`config.mk`:
```
export PLATFORM = sky130hd
export DESIGN_NAME = mem_block_sequencer_flat
export DESIGN_NICKNAME = d
export VERILOG_FILES = /design/src/rtl/mem_seq_pkg.sv /design/src/rtl/mem_block_sequencer_if.sv /design/src/rtl/mem_seq_counter.sv /design/src/rtl/mem_block_sequencer.sv /design/src/flat_wrapper.sv
export SDC_FILE = /design/constraint.sdc
export NUM_CORES = 1
export LEC_CHECK = 0
export BUFFER_PORTS_ARGS = -buffer_cell sky130_fd_sc_hd__buf_4
export CORE_UTILIZATION = 55
export CTS_CLUSTER_DIAMETER = 150
export DETAILED_ROUTE_END_ITERATION = 6
export PLACE_DENSITY = 0.89
export SLEW_MARGIN = 25
export SYNTH_ARGS = -nofsm -noshare
export SYNTH_HDL_FRONTEND = slang
export SYNTH_HIERARCHICAL = 1
export SYNTH_SLANG_ARGS = --single-unit
```
`constraint.sdc`:
```
create_clock -name clk -period 5.2 [get_ports clk]
set_clock_uncertainty 0.05 [all_clocks]
set_input_delay 0.78 -clock clk [delete_from_list [all_inputs] [get_ports clk]]
set_output_delay 0.78 -clock clk [all_outputs]
set_load 0.02 [all_outputs]
```
`src/rtl/mem_seq_pkg.sv`:
```
// rtl/mem_seq_pkg.sv - shared state encoding and default sizes for the memory block sequencer
package mem_seq_pkg;

  localparam int DEF_SIZE    = 5;
  localparam int DEF_MEMSIZE = 25;
  localparam int DEF_ROUNDS  = 24;
  localparam int DEF_RW      = 5;

  typedef enum logic [2:0] {
    ST_IDLE,
    ST_LOAD,
    ST_FIRST,
    ST_READ,
    ST_WRITE,
    ST_DONE
  } state_e;

endpackage

```
`src/rtl/mem_block_sequencer_if.sv`:
```
// rtl/mem_block_sequencer_if.sv - start/done handshake and memory block controls; abort exists with MEM_SEQ_ABORT_EN
interface mem_block_sequencer_if
  import mem_seq_pkg::*;
#(
  parameter int SIZE = DEF_SIZE,
  parameter int RW   = DEF_RW
);

  logic            start;
`ifdef MEM_SEQ_ABORT_EN
  logic            abort;
`endif
  logic            init;
  logic            firstread;
  logic            read;
  logic            write;
  logic [SIZE-1:0] index;
  logic [RW-1:0]   round;
  logic            busy;
  logic            done;

`ifdef MEM_SEQ_ABORT_EN
  modport master (output start, output abort,
                  input init, input firstread, input read, input write,
                  input index, input round, input busy, input done);
  modport slave  (input start, input abort,
                  output init, output firstread, output read, output write,
                  output index, output round, output busy, output done);
`else
  modport master (output start,
                  input init, input firstread, input read, input write,
                  input index, input round, input busy, input done);
  modport slave  (input start,
                  output init, output firstread, output read, output write,
                  output index, output round, output busy, output done);
`endif

endinterface

```
`src/rtl/mem_seq_counter.sv`:
```
// rtl/mem_seq_counter.sv - nested cell-index / round counter with clear, increment and last flags
module mem_seq_counter
  import mem_seq_pkg::*;
#(
  parameter int SIZE    = DEF_SIZE,
  parameter int MEMSIZE = DEF_MEMSIZE,
  parameter int ROUNDS  = DEF_ROUNDS,
  parameter int RW      = DEF_RW
) (
  input  logic            clk,
  input  logic            rst,
  input  logic            i_clr,
  input  logic            i_inc,
  output logic [SIZE-1:0] o_index,
  output logic [RW-1:0]   o_round,
  output logic            o_last_index,
  output logic            o_last_round
);

  localparam logic [SIZE-1:0] LAST_INDEX = SIZE'(MEMSIZE - 1);
  localparam logic [RW-1:0]   LAST_ROUND = RW'(ROUNDS - 1);

  logic [SIZE-1:0] r_index;
  logic [RW-1:0]   r_round;

  // At the very last cell of the last round the counters hold, so index never passes MEMSIZE-1.
  always_ff @(posedge clk) begin
    if (rst || i_clr) begin
      r_index <= '0;
      r_round <= '0;
    end else if (i_inc) begin
      if (!o_last_index) begin
        r_index <= r_index + SIZE'(1);
      end else if (!o_last_round) begin
        r_index <= '0;
        r_round <= r_round + RW'(1);
      end
    end
  end

  assign o_index      = r_index;
  assign o_round      = r_round;
  assign o_last_index = (r_index == LAST_INDEX);
  assign o_last_round = (r_round == LAST_ROUND);

endmodule

```
`src/rtl/mem_block_sequencer.sv`:
```
// rtl/mem_block_sequencer.sv - load/first-read/read-write sweep FSM for one memory block; MEM_SEQ_ABORT_EN adds abort
module mem_block_sequencer
  import mem_seq_pkg::*;
#(
  parameter int SIZE    = DEF_SIZE,
  parameter int MEMSIZE = DEF_MEMSIZE,
  parameter int ROUNDS  = DEF_ROUNDS,
  parameter int RW      = DEF_RW
) (
  input logic                  clk,
  input logic                  rst,
  mem_block_sequencer_if.slave bus
);

  state_e          r_state;
  state_e          w_next;
  logic            w_clr;
  logic            w_inc;
  logic            w_last_index;
  logic            w_last_round;
  logic [SIZE-1:0] w_index;
  logic [RW-1:0]   w_round;

  always_ff @(posedge clk) begin
    if (rst) begin
      r_state <= ST_IDLE;
    end else begin
      r_state <= w_next;
    end
  end

  always_comb begin
    w_next = r_state;
    case (r_state)
      ST_IDLE:  w_next = bus.start ? ST_LOAD : ST_IDLE;
      ST_LOAD:  w_next = ST_FIRST;
      ST_FIRST: w_next = ST_READ;
      ST_READ:  w_next = ST_WRITE;
      ST_WRITE: begin
        if (!w_last_index) begin
          w_next = ST_READ;
        end else if (!w_last_round) begin
          w_next = ST_FIRST;
        end else begin
          w_next = ST_DONE;
        end
      end
      ST_DONE:  w_next = ST_IDLE;
      default:  w_next = ST_IDLE;
    endcase
`ifdef MEM_SEQ_ABORT_EN
    if (bus.abort && (r_state != ST_IDLE)) begin
      w_next = ST_IDLE;
    end
`endif
  end

  // Counters clear on every entry into IDLE, so DONE still shows the final index/round.
  assign w_clr = (w_next == ST_IDLE);
  assign w_inc = (r_state == ST_WRITE);

  mem_seq_counter #(
    .SIZE    (SIZE),
    .MEMSIZE (MEMSIZE),
    .ROUNDS  (ROUNDS),
    .RW      (RW)
  ) u_counter (
    .clk          (clk),
    .rst          (rst),
    .i_clr        (w_clr),
    .i_inc        (w_inc),
    .o_index      (w_index),
    .o_round      (w_round),
    .o_last_index (w_last_index),
    .o_last_round (w_last_round)
  );

  assign bus.init      = (r_state == ST_LOAD);
  assign bus.firstread = (r_state == ST_FIRST);
  assign bus.read      = (r_state == ST_READ);
  assign bus.write     = (r_state == ST_WRITE);
  assign bus.done      = (r_state == ST_DONE);
  assign bus.busy      = (r_state != ST_IDLE);
  assign bus.index     = w_index;
  assign bus.round     = w_round;

endmodule

```
`src/flat_wrapper.sv`:
```
// flat-port wrapper written by rule: the top's interface ports become plain ports
module mem_block_sequencer_flat import mem_seq_pkg::*;
#(
  parameter int SIZE    = DEF_SIZE,
  parameter int MEMSIZE = DEF_MEMSIZE,
  parameter int ROUNDS  = DEF_ROUNDS,
  parameter int RW      = DEF_RW
)
  (clk, rst, bus_start, bus_init, bus_firstread, bus_read, bus_write, bus_index, bus_round, bus_busy, bus_done);
  mem_block_sequencer_if #(.SIZE(SIZE), .RW(RW)) bus_i ();
  input logic clk;
  input logic rst;
  input wire logic [$bits(bus_i.start)-1:0] bus_start;
  output wire logic [$bits(bus_i.init)-1:0] bus_init;
  output wire logic [$bits(bus_i.firstread)-1:0] bus_firstread;
  output wire logic [$bits(bus_i.read)-1:0] bus_read;
  output wire logic [$bits(bus_i.write)-1:0] bus_write;
  output wire logic [$bits(bus_i.index)-1:0] bus_index;
  output wire logic [$bits(bus_i.round)-1:0] bus_round;
  output wire logic [$bits(bus_i.busy)-1:0] bus_busy;
  output wire logic [$bits(bus_i.done)-1:0] bus_done;
  assign bus_i.start = bus_start;
  assign bus_init = bus_i.init;
  assign bus_firstread = bus_i.firstread;
  assign bus_read = bus_i.read;
  assign bus_write = bus_i.write;
  assign bus_index = bus_i.index;
  assign bus_round = bus_i.round;
  assign bus_busy = bus_i.busy;
  assign bus_done = bus_i.done;
  mem_block_sequencer #(.SIZE(SIZE), .MEMSIZE(MEMSIZE), .ROUNDS(ROUNDS), .RW(RW)) u_core (.clk(clk), .rst(rst), .bus(bus_i));
endmodule
```
==> run metrics <==
Max-Cap Viols=0; post-synthesis xor/xnor area fraction=0; antenna cells=0; Required @ worst endpoint=about 4.4 ns; post-synth cell types=between 40 and 50; period utilization=0.4281; setup violators final=0; # resized after CTS=0; compound-gate portion of the synthesized area=0.1602; Post-CTS Setup Repair Bufs=0; Worst-Margin Slew=0.5550 ns; final hold violation count=0; row count=13; Most used DFF post-synth=dfxtp_1; Slew Limit Fails=0; drt initial violations=16; gpl congestion=~0.8; synthesis-to-finish area growth=20.80%; Initial Util=0.6088; P_leak=between 0.0003 and 0.0004 µW; top cells by count, synth=dfxtp_1 (13), nand2_1 (9), nor2_1 (6), mux2i_1 (4), or3_1 (4); Hold Crit Class=flop to flop; Buffers on Ports=18; RSZ-0062 raised after global routing=no; register-to-register setup slack=3.23 ns; # IOs=19; Core ar.=around 1300 µm²; global-route wire length before repair=~2500 µm; f_max=0.4492 GHz; synth top area cells=dfxtp_1 (32%), mux2i_1 (4.9%), ha_1 (4.6%); clk sink count=13; Die X=slightly above 40 µm; Die ar.=~1600 µm²; largest family of logic cells by synthesized area=simple AND/OR/NAND/NOR gates; Synth Area in Simple Gates=0.3529; DIE HEIGHT=40.43 µm; Routed WL per cell=around 15 µm; number of warnings issued by yosys=6; vias in the first global route=about 590; Yosys reg bits=13; crit end category=primary output; gr usage total=0.2354; Root Driver=clkbuf_4; antenna-violating nets left=0; largest net degree at the start of global routing=13; Relative slew margins=0.6287; Post-synth EDFFs=0; FF-to-FF path depth=5; top-count cell post-synth=dfxtp_1; DRC Markers=0; VDD IR-drop max=roughly 0.12 mV; CTS clk-pin slew, worst paths=around 0.080 ns; DR vias/cell=just over 6; hold depth=2; r2r startpoint=u_core/r_state[0]; Post-Synth Adder-Cell Area=0.04622; H-tree Lvls=1; Num CTS Buffers=3; Layout fillers=~110; multiplexer share of the synthesized area=0.08166; worst min-delay path startpoint=u_core/u_counter/o_round[3]; Gate Count Post-Synth=83; critical path class=flop to primary output; post-layout minimum cycle time=approximately 2.2 ns; clk buf depth=2; CTS Hold Buffers Added=0; fin util=0.7355; grt total ovfl=0; power per cell area=198.4 nW/µm²; biggest area consumer among synthesized cells=dfxtp_1; initial antenna violation count=0; CTS tree=done; post-synth top area share=0.3205; status=complete, no violations; Hold EP=u_core/u_counter/o_round[3]; post-synthesis sequential area ratio=0.3205; DR pass1 iterations=4; setup TNS=0 ns; capturing point of the worst reg2reg path=u_core/u_counter/o_round[4]; worst-path fanout max=7; Cell Area, Synth=between 800 and 900 µm²; layout cells sized above 1=0.3204; crit start category=flop; post-DP HPWL=1264 µm; Syn Area/Cell=between 9 and 10 µm²; ys async rst share=0; syn_nets=slightly below 90; nets=110; Crit path arrival time=1.40 ns; worst skew pair latency=approximately 0.27 ns; via count of the routed design=722; Total Wirelength=~1800 µm
==> final cells by class <==
cell class	instances	area [µm²]	share of cell area
clock buffer	4	26.28	0.02679
inverter	4	20.02	0.02041
multi-input combinational	64	520.5	0.5306
sequential	13	260.3	0.2653
tap	15	18.77	0.01913
timing repair buffer	18	135.1	0.1378
==> layer usage <==
| layer | vias to the layer above | routed length, µm | GRT usage |
|---|---|---|---|
| met1 | 349 | 790 | 0.2676 |
| met3 | 2 | 53 | 0.03333 |
| met2 | 13 | 899 | 0.4167 |
| met5 | - | 0 | 0 |
| met4 | 0 | 11 | 0.1250 |
| li1 | 358 | - | - |
==> where the power goes <==
| part | leakage [µW] | switching, µW | internal (µW) |
|---|---|---|---|
| registers | 0.000105 | 3.45 | 101 |
| logic | 0.000271 | 15.8 | 11.5 |
| clock network | 0.0000150 | 33.1 | 29.7 |
==> how the worst max path moves through the flow <==
stage | startpoint | end | cells past startpoint
6_report | u_core/r_state[0] | bus_write | 3
5_1_grt | u_core/r_state[0] | bus_write | 3
4_1_cts | u_core/r_state[0] | bus_write | 3
3_5_place_dp | bus_start | u_core/u_counter/o_index[1] | 6
3_3_place_gp | bus_start | u_core/u_counter/o_index[1] | 6
2_1_floorplan | bus_start | u_core/u_counter/o_index[3] | 5
==> kinds of logic after synthesis <==
group | Yosys count
AO/OA/AOI/OAI | 15
adder cells (fa/ha/maj) | 3
buffers and inverters | 6
flip-flops | 13
multiplexers | 6
AND/OR/NAND/NOR | 40
==> layout by cell type, fill, tap and decap left out, types with 2 or more instances in the layout <==
cell       n
nor3b_2    2
nor2_1     6
buf_4     18
o32ai_1    2
inv_1      2
nand3_1    3
nand2_1    9
or3_1      4
and3b_1    2
clkbuf_4   3
dfxtp_1   13
and2_1     2
mux2i_1    4
ha_1       3
==> worst max-delay path, cell delays in order, from the launching register on <==
cell and delay (ns):
dfxtp_1 0.38, nor2_1 0.26, and2_1 0.30, buf_4 0.19
==> sequential cells by signal, summed over array words and instances (netlist names) <==
name,flops
u_core/r_state,3
u_core/u_counter/o_round,5
u_core/u_counter/o_index,5
==> per-stage QoR <==
step / cells / hold slack (ns) / power (µW) / area, µm² / setup slack, ns
final: 118 / 0.4635 / 194.6 / 980.9 / 2.974
after global routing: 118 / 0.4975 / 202.6 / 980.9 / 2.926
after CTS: 118 / 0.4658 / 196.1 / 980.9 / 2.981
after detailed placement: 114 / 0.4479 / 133.3 / 954.7 / 3.059
after global placement: 114 / 0.4400 / 132.6 / 954.7 / 3.119
after floorplan: 83 / 0.4435 / 124.1 / 812.0 / 3.326
No activity file was read; power rests on OpenSTA's default activity.
